File: src/rtl/area_arbiter.sv
`default_nettype none
// ============================================================================
// Module  : area_arbiter
// Brief   : Round-robin share of one /dav-rfd area (X*Y) unit between two
//           /dav-rfd clients, one job in flight at a time.
// Revision: 1.0  initial release
// ============================================================================
module area_arbiter #(
   parameter int W      = 8,
   parameter bit PRIO_B = 1'b0
) (
   input  logic             clock,
   input  logic             reset_,
   // client A
   input  logic [W-1:0]     a_x,
   input  logic [W-1:0]     a_y,
   input  logic             a_dav_,
   output logic             a_rfd,
   output logic [2*W-1:0]   a_area,
   output logic             a_adav_,
   input  logic             a_arfd,
   // client B
   input  logic [W-1:0]     b_x,
   input  logic [W-1:0]     b_y,
   input  logic             b_dav_,
   output logic             b_rfd,
   output logic [2*W-1:0]   b_area,
   output logic             b_adav_,
   input  logic             b_arfd,
   // area unit
   output logic [W-1:0]     u_x,
   output logic [W-1:0]     u_y,
   output logic             u_dav_,
   input  logic             u_rfd,
   input  logic [2*W-1:0]   u_area,
   input  logic             u_adav_,
   output logic             u_arfd,
   // status
   output logic             busy,
   output logic             gnt,
   output logic [7:0]       jobs
);

   typedef enum logic [2:0] {
      S_IDLE    = 3'd0,
      S_ACK_IN  = 3'd1,
      S_SEND    = 3'd2,
      S_SEND_W  = 3'd3,
      S_RECV    = 3'd4,
      S_RECV_W  = 3'd5,
      S_DELIV   = 3'd6,
      S_DELIV_W = 3'd7
   } state_t;

   state_t           r_state, w_state;
   logic [W-1:0]     r_x, w_x;
   logic [W-1:0]     r_y, w_y;
   logic [2*W-1:0]   r_r, w_r;
   logic             r_a_rfd, w_a_rfd;
   logic             r_b_rfd, w_b_rfd;
   logic             r_a_adav_, w_a_adav_;
   logic             r_b_adav_, w_b_adav_;
   logic             r_u_dav_, w_u_dav_;
   logic             r_u_arfd, w_u_arfd;
   logic             r_gnt, w_gnt;
   logic             r_last, w_last;
   logic [7:0]       r_jobs, w_jobs;

   logic             w_pick_b;
   logic             w_sel_dav_;
   logic             w_sel_arfd;

   // Contention goes to whoever was not served last; a lone requester always wins.
   assign w_pick_b   = (!a_dav_ && !b_dav_) ? ~r_last : ~b_dav_;
   assign w_sel_dav_ = r_gnt ? b_dav_ : a_dav_;
   assign w_sel_arfd = r_gnt ? b_arfd : a_arfd;

   always_comb begin
      w_state   = r_state;
      w_x       = r_x;
      w_y       = r_y;
      w_r       = r_r;
      w_a_rfd   = r_a_rfd;
      w_b_rfd   = r_b_rfd;
      w_a_adav_ = r_a_adav_;
      w_b_adav_ = r_b_adav_;
      w_u_dav_  = r_u_dav_;
      w_u_arfd  = r_u_arfd;
      w_gnt     = r_gnt;
      w_last    = r_last;
      w_jobs    = r_jobs;
      case (r_state)
         S_IDLE: begin
            if (!a_dav_ || !b_dav_) begin
               w_gnt = w_pick_b;
               w_x   = w_pick_b ? b_x : a_x;
               w_y   = w_pick_b ? b_y : a_y;
               if (w_pick_b) w_b_rfd = 1'b0;
               else          w_a_rfd = 1'b0;
               w_state = S_ACK_IN;
            end
         end
         S_ACK_IN: begin
            if (w_sel_dav_) begin
               if (r_gnt) w_b_rfd = 1'b1;
               else       w_a_rfd = 1'b1;
               w_state = S_SEND;
            end
         end
         S_SEND: begin
            if (u_rfd) begin
               w_u_dav_ = 1'b0;
               w_state  = S_SEND_W;
            end
         end
         S_SEND_W: begin
            if (!u_rfd) begin
               w_u_dav_ = 1'b1;
               w_state  = S_RECV;
            end
         end
         S_RECV: begin
            if (!u_adav_) begin
               w_r      = u_area;
               w_u_arfd = 1'b0;
               w_state  = S_RECV_W;
            end
         end
         S_RECV_W: begin
            if (u_adav_) begin
               w_u_arfd = 1'b1;
               w_state  = S_DELIV;
            end
         end
         S_DELIV: begin
            if (w_sel_arfd) begin
               if (r_gnt) w_b_adav_ = 1'b0;
               else       w_a_adav_ = 1'b0;
               w_state = S_DELIV_W;
            end
         end
         S_DELIV_W: begin
            if (!w_sel_arfd) begin
               if (r_gnt) w_b_adav_ = 1'b1;
               else       w_a_adav_ = 1'b1;
               w_last  = r_gnt;
               w_jobs  = r_jobs + 8'd1;
               w_state = S_IDLE;
            end
         end
         default: w_state = S_IDLE;
      endcase
   end

   always_ff @(posedge clock) begin
      if (!reset_) begin
         r_state   <= S_IDLE;
         r_x       <= '0;
         r_y       <= '0;
         r_r       <= '0;
         r_a_rfd   <= 1'b1;
         r_b_rfd   <= 1'b1;
         r_a_adav_ <= 1'b1;
         r_b_adav_ <= 1'b1;
         r_u_dav_  <= 1'b1;
         r_u_arfd  <= 1'b1;
         r_gnt     <= PRIO_B;
         r_last    <= ~PRIO_B;
         r_jobs    <= 8'd0;
      end else begin
         r_state   <= w_state;
         r_x       <= w_x;
         r_y       <= w_y;
         r_r       <= w_r;
         r_a_rfd   <= w_a_rfd;
         r_b_rfd   <= w_b_rfd;
         r_a_adav_ <= w_a_adav_;
         r_b_adav_ <= w_b_adav_;
         r_u_dav_  <= w_u_dav_;
         r_u_arfd  <= w_u_arfd;
         r_gnt     <= w_gnt;
         r_last    <= w_last;
         r_jobs    <= w_jobs;
      end
   end

   // Both clients see the same result register; only the granted one gets adav_.
   assign a_rfd   = r_a_rfd;
   assign a_area  = r_r;
   assign a_adav_ = r_a_adav_;
   assign b_rfd   = r_b_rfd;
   assign b_area  = r_r;
   assign b_adav_ = r_b_adav_;
   assign u_x     = r_x;
   assign u_y     = r_y;
   assign u_dav_  = r_u_dav_;
   assign u_arfd  = r_u_arfd;
   assign busy    = (r_state != S_IDLE);
   assign gnt     = r_gnt;
   assign jobs    = r_jobs;

endmodule
`default_nettype wire
File: config.mk
export PLATFORM = sky130hd
export DESIGN_NAME = area_arbiter
export DESIGN_NICKNAME = d
export VERILOG_FILES = /design/src/rtl/area_arbiter.sv
export SDC_FILE = /design/constraint.sdc
export NUM_CORES = 1
export LEC_CHECK = 0
export CORE_MARGIN = 5
export CORE_UTILIZATION = 45
export CTS_BUF_LIST = sky130_fd_sc_hd__clkbuf_8
export DETAILED_ROUTE_END_ITERATION = 10
export HOLD_SLACK_MARGIN = 0.03
export PLACE_DENSITY = 0.95
export SLEW_MARGIN = 20
export SYNTH_ARGS = -nofsm -noshare
export SYNTH_HDL_FRONTEND = slang
export SYNTH_SLANG_ARGS = --single-unit
export TNS_END_PERCENT = 1
File: constraint.sdc
create_clock -name clock -period 2.7 [get_ports clock]
set_clock_uncertainty 0.2 [all_clocks]
set_input_delay 0.54 -clock clock [delete_from_list [all_inputs] [get_ports clock]]
set_output_delay 0.54 -clock clock [all_outputs]
set_load 0.005 [all_outputs]
==> results.cfg, run 1 <==
[worst_setup_path]
worstPathRequired_ns = 1.96
path_max_fanout = 10
r2r_start = r_state[0]$_SDFFE_PN0P_
regToRegSetupSlack_ns = 0.57
cp-end-kind = primary output
cp.arrival_ns = 1.76
r2r_end = a_rfd$_SDFFE_PN1P_
critPathLaunchType = flop
path_class = flop to primary output
reg2regPathDepth = 6
crit_start = r_state[0]$_SDFFE_PN0P_

[cts]
cts_tree = yes
htreeDepth = 2
hold_buffers = 0
cts.sinks = 51
path_clk_slew_ns = 0.09
root_buffer = clkbuf_8
cts_buffer_depth = 2
cts_setup_buffers = 0
numCtsBuffers = 5
postCtsResizedCells = 0
clk_latency_ns = 0.30

[sta]
fin_tns_setup_ns = 0
slew_headroom_pct = 55.27
min_period_ns = 2.501
slew_violations = 0
max_freq_mhz = 399.8
hold_viol = 0
worst_slew_pin_slew_ns = 0.6689
final-setup-viol-count = 0
fin_crit_sh_pct = 92.63
rsz0062_at_grt = no

[synth]
ys_warn_count = 0
yosysUniqueCellTypes = 40
synth_area_um2 = 2449
synth_nets = 346
ys_seq_area_share_pct = 41.70
postSynthAreaPerCell_um2 = 8.592
synthesis.instances = 285
ys_ff_latch = 51

[layout]
areaGrowthSynthToFinish_pct = 51.00
drive_gt1_share_pct = 5.195
design_area_um2 = 3697
final_cells = 455
fin_nets = 445
diodes = 0

[run]
cap_violations = 0

[detailed_routing]
vias = 2379
drt_iter0_drc = 67
route.detailed.drc = 0
postRouteAntennaNets = 0
vias_per_cell = 5.229
wire_per_inst_um = 14.69
drt_first_pass_iters = 4
drt_wl_total_mm = 6.686

[min_path]
worstHoldEndpoint = a_area[12]$_SDFFE_PN0P_
min_from = a_area[12]$_SDFFE_PN0P_
holdPathStages = 2
holdCritPathClass = flop to flop

[grt]
track_usage_pct = 18.38
grt_max_degree = 35
grt_pass1_vias = 2262
grt_pass1_wl_mm = 10.68
grt-ovfl-total = 0
antenna_found_initial = 0

[placed_design]
place_inst = 447
dp_hpwl_mm = 5.120
dpl_cell_area_um2 = 3580
numPortBuffers = 119
gp_congestion = 0.8122

[pwr]
powerDensity_nw_per_um2 = 674.9
switching_power_uw = 795.8
p_seq_share_pct = 38.8
ir_drop_mv = 0.5639
total_power_mw = 2.495
p_sw_share_pct = 31.89
clkPwrFrac_pct = 22.1
p_int_mw = 1.700
p_leak_nw = 1.352
power_frac_comb_pct = 39.1

[run_status]
status = complete, no violations

[floorplanning]
initial_core_util_pct = 47.04
rows = 26
ios = 120
die_x_um = 83.77
dieArea_um2 = 7017
die_y_um = 83.77
core_area_um2 = 5205
metal layers:
layer,wire [um],global-route usage [%]
met1,2582,19.26
met2,3498,35.29
met3,507,5.331
met4,97,4.971
met5,0,0
cells in the final DEF (no fill, tap or decap), types with 2 or more instances in the layout:
cell	instances
xnor2_1	5
a211oi_1	16
inv_1	7
nor2_1	28
nand3_1	4
buf_4	4
and3_1	4
ha_1	5
nor3_1	4
clkdlybuf4s50_1	119
a21oi_1	21
nand2b_1	3
dfxtp_1	51
nand4_1	2
and3b_1	2
nand2_1	42
clkbuf_8	6
or3_1	2
nor2b_1	2
mux2i_1	23
nor4_1	3
o21ai_0	9
a31oi_1	4
kinds of logic (layout without fill, tap and decap cells):
| family | count (synthesis) | after routing | share of synthesized area [%] |
|---|---|---|---|
| AOI/OAI and AO/OA | 59 | 59 | 15.23 |
| xor gates and xnor gates | 5 | 5 | 1.788 |
| adders and majority gates | 5 | 5 | 2.555 |
| buffers and inverters | 39 | 139 | 9.146 |
| DFF | 51 | 51 | 41.70 |
| muxes | 25 | 25 | 10.47 |
| and+or+nand+nor | 101 | 101 | 19.11 |
cell usage after synthesis:
cell	number	share of area, %
nand3b_1	1	0.31
xnor2_1	5	1.8
nor3_1	4	0.82
mux2_4	1	0.61
mux2i_1	23	9.4
o21ai_1	1	0.20
o21ai_0	9	1.8
o21a_1	1	0.31
a31oi_1	4	1.0
clkbuf_1	9	1.4
a41oi_1	1	0.36
nand2_1	42	6.4
a21oi_2	1	0.36
a2111oi_0	1	0.36
nor2b_1	2	0.51
a41o_1	1	0.41
nor3b_1	1	0.31
nor4_1	3	0.77
nand4_1	2	0.51
nor2_4	1	0.46
and3b_1	2	0.72
buf_2	5	1.0
ha_1	5	2.6
a21boi_0	1	0.31
inv_1	7	1.1
a21oi_1	21	4.3
or3_1	2	0.51
o22ai_1	1	0.26
nor3b_2	1	0.51
buf_6	1	0.46
nand3_1	4	0.82
nand2b_1	3	0.77
nor2_1	28	4.3
nand2b_2	1	0.36
dfxtp_1	51	42
mux2_2	1	0.46
a211oi_1	16	4.9
a2111oi_2	1	0.61
buf_4	17	5.2
and3_1	4	1.0
worst max-delay path by stage:
stage	end	cells after the start
after CTS	busy	4
after floorplan	r_state[0]$_SDFFE_PN0P_	7
final	busy	4
after global routing	busy	4
after global placement	u_x[3]$_SDFFE_PN0P_	5
after detailed placement	u_y[1]$_SDFFE_PN0P_	5
registers in the layout, summed over array words and instances (netlist names):
name	count
b_adav_	1
u_dav_	1
jobs	8
u_x	8
b_rfd	1
r_last	1
u_arfd	1
a_rfd	1
gnt	1
a_adav_	1
u_y	8
a_area	16
r_state	3
worst max-delay path: stages, from the launching register on:
cell and delay, ns:
dfxtp_1 0.39, inv_1 0.08, ha_1 0.33, nand2b_2 0.15
clkdlybuf4s50_1 0.51
power groups by stage:
stage	clock, mW	combinational [mW]	sequential [mW]
finish	0.551	0.975	0.969
global placement	0	0.937	0.980
detailed placement	0	0.975	0.985
CTS	0.565	0.983	0.969
floorplan	0	0.528	0.981
global route	0.595	1.06	0.990
area by class of cell:
type / instances / area (um^2)
Clock buffer: 6 / 82.58
Clock inverter: 2 / 35.03
Fill cell: 421 / 1508
Inverter: 7 / 26.28
Multi-Input combinational cell: 195 / 1204
Sequential cell: 51 / 1021
Tap cell: 70 / 87.58
Timing Repair Buffer: 124 / 1241
stage by stage:
step,setup WS [ns],hold WS (ns),utilization [%]
global placement,0.3518,0.2540,68.77
global route,0.07809,0.2895,71.03
CTS,0.1983,0.2766,71.03
finish,0.1990,0.2765,71.03
detailed placement,0.2152,0.2628,68.77
floorplan,0.8924,0.2560,-
Power figures use the tool's default switching activity.
==> run 2: changes to the inputs <==
--- a/config.mk
+++ b/config.mk
@@ -5,7 +5,6 @@
 export SDC_FILE = /design/constraint.sdc
 export NUM_CORES = 1
 export LEC_CHECK = 0
-export CORE_MARGIN = 5
 export CORE_UTILIZATION = 45
 export CTS_BUF_LIST = sky130_fd_sc_hd__clkbuf_8
 export DETAILED_ROUTE_END_ITERATION = 10
==> results.cfg, run 2 (same netlist as run 1, synthesis figures left out) <==
[detailed_routing]
wire_per_inst_um = 14.04
postRouteAntennaNets = 0
drt_wl_total_mm = 6.404
route.detailed.drc = 0
drt_iter0_drc = 84
vias_per_cell = 5.158
vias = 2352
drt_first_pass_iters = 4

[placed_design]
numPortBuffers = 119
dp_hpwl_mm = 4.865
gp_congestion = 0.8886
dp_worst_setup_slack_ns = 0.2427

[sta]
setup_slack_ns = 0.2060
fin_tns_setup_ns = 0
slew_violations = 0
final-setup-viol-count = 0
worst_slew_pin_slew_ns = 0.6574
rsz0062_at_grt = no
slew_headroom_pct = 56.12
min_period_ns = 2.494
max_freq_mhz = 401.0
fin_crit_sh_pct = 92.37
hold_viol = 0

[worst_setup_path]
path_class = flop to primary output
crit_path_max_incr_delay_ns = 0.51
cp.depth = 4
cp.arrival_ns = 1.75
cpMaxStageDelayCell = clkdlybuf4s50_1
worstPathRequired_ns = 1.96
crit_family = buffers and inverters
path_cells = inv_1 -> ha_1 -> nand2b_2 -> clkdlybuf4s50_1
path_max_fanout = 10
crit_buf_inv = 2
critPathLaunchType = flop
reg2regPathDepth = 7
cp-end-kind = primary output

[grt]
grt_max_degree = 35
grt_pass1_vias = 2037
grt-ovfl-total = 0
track_usage_pct = 21.80
antenna_found_initial = 0
grt_pass1_wl_mm = 9.425

[pwr]
powerDensity_nw_per_um2 = 648.1
ir_drop_mv = 0.5577
p_leak_nw = 1.337
total_power_mw = 2.385

[min_path]
holdPathStages = 2
holdCritPathClass = flop to flop

[layout]
most-common-layout-cells = clkdlybuf4s50_1 (119), dfxtp_1 (51), nand2_1 (42)
largest_register_ffs = 16
drive_gt1_share_pct = 5.440
areaGrowthSynthToFinish_pct = 50.28
diodes = 0
num-fill-cells = 399
fin_nets = 446
final_util_pct = 71.14
final_common_cell = clkdlybuf4s50_1

[floorplanning]
initial_core_util_pct = 47.34
core_area_um2 = 5172
die_y_um = 75.77
die_x_um = 75.77
dieArea_um2 = 5740
ios = 120
rows = 26

[run]
cap_violations = 0

[cts]
numCtsBuffers = 5
htreeDepth = 2
cts.sinks = 51
path_clk_slew_ns = 0.10
hold_buffers = 0
cts_buffer_depth = 2
postCtsResizedCells = 0
cts_tree = yes
root_buffer = clkbuf_8
cts_setup_buffers = 0
clk_latency_ns = 0.30

[run_status]
status = complete, no violations
run 2: cell types whose count changed in the layout (fill, tap and decap cells not counted):
cell        previous run  this run
clkinvlp_4             0         2
buf_4                  4         5
bufinv_16              1         0
clkbuf_8               6         5
clkinv_2               1         0
inv_6                  0         1
run 2: area by class of cell:
type	count	area, um^2	area share [%]
clock buffer	5	68.82	1.870
tap	70	87.58	2.380
timing repair buffer	125	1249	33.93
inverter	7	26.28	0.7140
sequential	51	1021	27.75
multi-input combinational	195	1204	32.71
clock inverter	3	23.77	0.6460
run 2: layer usage:
metal / global-route usage (%) / vias up / part of all wire [%]
met5: 0 / - / 0
met4: 8.025 / 0 / 1.7
met3: 5.688 / 10 / 6.2
met2: 40.22 / 92 / 53
met1: 23.84 / 1075 / 40
li1: - / 1175 / -
run 2: report_power, final:
group | switching, mW | leakage (nW) | total [mW] | internal [mW]
clock | 0.263 | 0.0408 | 0.449 | 0.186
combinational | 0.452 | 0.880 | 0.971 | 0.519
sequential | 0.0812 | 0.416 | 0.964 | 0.883
total | 0.797 | 1.34 | 2.38 | 1.59
run 2: through the flow:
step	hold WS (ns)	cells	area, um^2
2_1_floorplan	0.2560	285	2449
3_3_place_gp	0.2563	448	3587
3_5_place_dp	0.2645	448	3587
4_1_cts	0.2781	456	3680
5_1_grt	0.2975	456	3680
6_report	0.2768	456	3680
run 2: tightest hold or removal path, cell delays in order (launching register included):
cell and delay (ns):
dfxtp_1 0.33, nand2_1 0.05, a21oi_1 0.05
run 2: worst paths after layout:
kind                                 from                      to  slack, ns
setup / recovery  r_state[0]$_SDFFE_PN0P_                    busy       0.21
hold / removal     a_area[7]$_SDFFE_PN0P_  a_area[7]$_SDFFE_PN0P_       0.28
setup reg to reg  r_state[1]$_SDFFE_PN0P_     u_y[2]$_SDFFE_PN0P_       0.70
hold reg to reg    a_area[7]$_SDFFE_PN0P_  a_area[7]$_SDFFE_PN0P_       0.28
==> run 3: changes to the inputs <==
==> constraint.sdc (replaced) <==
create_clock -name clock -period 2.7 [get_ports clock]
set_clock_uncertainty 0.2 [all_clocks]
set_input_delay 0.54 -clock clock [delete_from_list [all_inputs] [get_ports clock]]
set_output_delay 0.54 -clock clock [all_outputs]
set_load 0.1 [all_outputs]
==> results.cfg, run 3 (same netlist as run 1, synthesis figures left out) <==
[run_status]
status = complete, no violations

[cts]
cts.sinks = 51
postCtsResizedCells = 0
cts_buffer_depth = 2
path_clk_slew_ns = 0.09
clk_latency_ns = 0.30
numCtsBuffers = 5
root_buffer = clkbuf_8
hold_buffers = 0
cts_setup_buffers = 0
htreeDepth = 2
cts_tree = yes

[sta]
fin_crit_sh_pct = 81.72
slew_violations = 0
final-setup-viol-count = 0
worst_slew_pin_slew_ns = 0.6501
setup_slack_ns = 0.4936
fin_tns_setup_ns = 0
min_period_ns = 2.206
max_freq_mhz = 453.2
slew_headroom_pct = 56.53
rsz0062_at_grt = no
hold_viol = 0

[floorplanning]
initial_core_util_pct = 47.34
die_x_um = 75.77
ios = 120
dieArea_um2 = 5740
rows = 26
core_area_um2 = 5172
die_y_um = 75.77

[layout]
seq_area_um2 = 1021
diodes = 0
fin_nets = 445
final_common_cell = buf_4
drive_gt1_share_pct = 21.82
largest_register_ffs = 16
design_area_um2 = 3545
num-fill-cells = 438
multiInputGateArea_um2 = 1204
areaGrowthSynthToFinish_pct = 44.76
most-common-layout-cells = buf_4 (67), clkdlybuf4s50_1 (55), dfxtp_1 (51)

[detailed_routing]
vias_per_cell = 5.090
route.detailed.drc = 0
vias = 2316
drt_iter0_drc = 82
postRouteAntennaNets = 0
wire_per_inst_um = 13.70
drt_wl_total_mm = 6.234
drt_first_pass_iters = 4

[worst_setup_path]
crit_path_max_incr_delay_ns = 0.55
worstPathRequired_ns = 2.70
cp-end-kind = flop
path_cells = clkdlybuf4s50_1 -> nor2b_1 -> nor2_4 -> mux2i_1 -> a211oi_1
critPathLaunchType = primary input
cp.arrival_ns = 2.21
path_max_fanout = 16
cpMaxStageDelayCell = clkdlybuf4s50_1
path_class = primary input to flop

[min_path]
holdCritPathClass = flop to flop

[placed_design]
gp_congestion = 0.8175
dp_worst_setup_slack_ns = 0.1657
dpl_cell_area_um2 = 3432
numPortBuffers = 119
dp_hpwl_mm = 4.750

[run]
cap_violations = 0

[grt]
antenna_found_initial = 0
grt_pass1_wl_mm = 9.342
track_usage_pct = 21.34
grt_pass1_vias = 2067
grt-ovfl-total = 0
grt_max_degree = 35

[pwr]
ir_drop_mv = 0.9681
total_power_mw = 3.359
p_leak_nw = 1.463
powerDensity_nw_per_um2 = 947.7
## run 3: area by class of cell
class | instances | area share (%)
clock buffer | 5 | 1.941
clock inverter | 3 | 1.235
timing repair buffer | 124 | 30.85
inverter | 7 | 0.7413
tap | 70 | 2.471
sequential | 51 | 28.80
multi-input combinational | 195 | 33.96
## run 3: worst max-delay path, delay by kind of cell
family                 cells  cell delay (ns)
buffers and inverters      1             0.55
and+or+nand+nor            2             0.61
muxes                      1             0.19
AOI/OAI and AO/OA          1             0.31
## run 3: through the flow
stage          hold WS [ns]  std cells  utilization [%]
2_1_floorplan        0.2560        285                -
3_3_place_gp         0.2597        447            66.35
3_5_place_dp         0.2686        447            66.35
4_1_cts              0.2824        455            68.53
5_1_grt              0.3122        455            68.53
6_report             0.2815        455            68.53
## run 3: routing by layer
layer	vias up	share of wire (%)	track usage, %
met4	0	1.1	6.173
li1	1170	-	-
met1	1064	41	24.14
met5	-	0	0
met2	76	52	39.72
met3	6	5.6	4.894
## run 3: path summary, 6_finish.rpt
| path | from | end | slack (ns) | cells past startpoint |
|---|---|---|---|---|
| worst max-delay path | a_dav_ | u_x[2]$_SDFFE_PN0P_ | 0.49 | 5 |
| worst max register to register | r_state[0]$_SDFFE_PN0P_ | u_x[2]$_SDFFE_PN0P_ | 0.64 | 7 |
| worst min-delay path | a_area[15]$_SDFFE_PN0P_ | a_area[15]$_SDFFE_PN0P_ | 0.28 | 2 |
| worst min register to register | a_area[15]$_SDFFE_PN0P_ | a_area[15]$_SDFFE_PN0P_ | 0.28 | 2 |
## run 3: power breakdown
group / switching (mW) / total (mW) / internal, mW
Sequential: 0.0913 / 0.974 / 0.883
Combinational: 1.37 / 1.86 / 0.498
Clock: 0.245 / 0.521 / 0.276
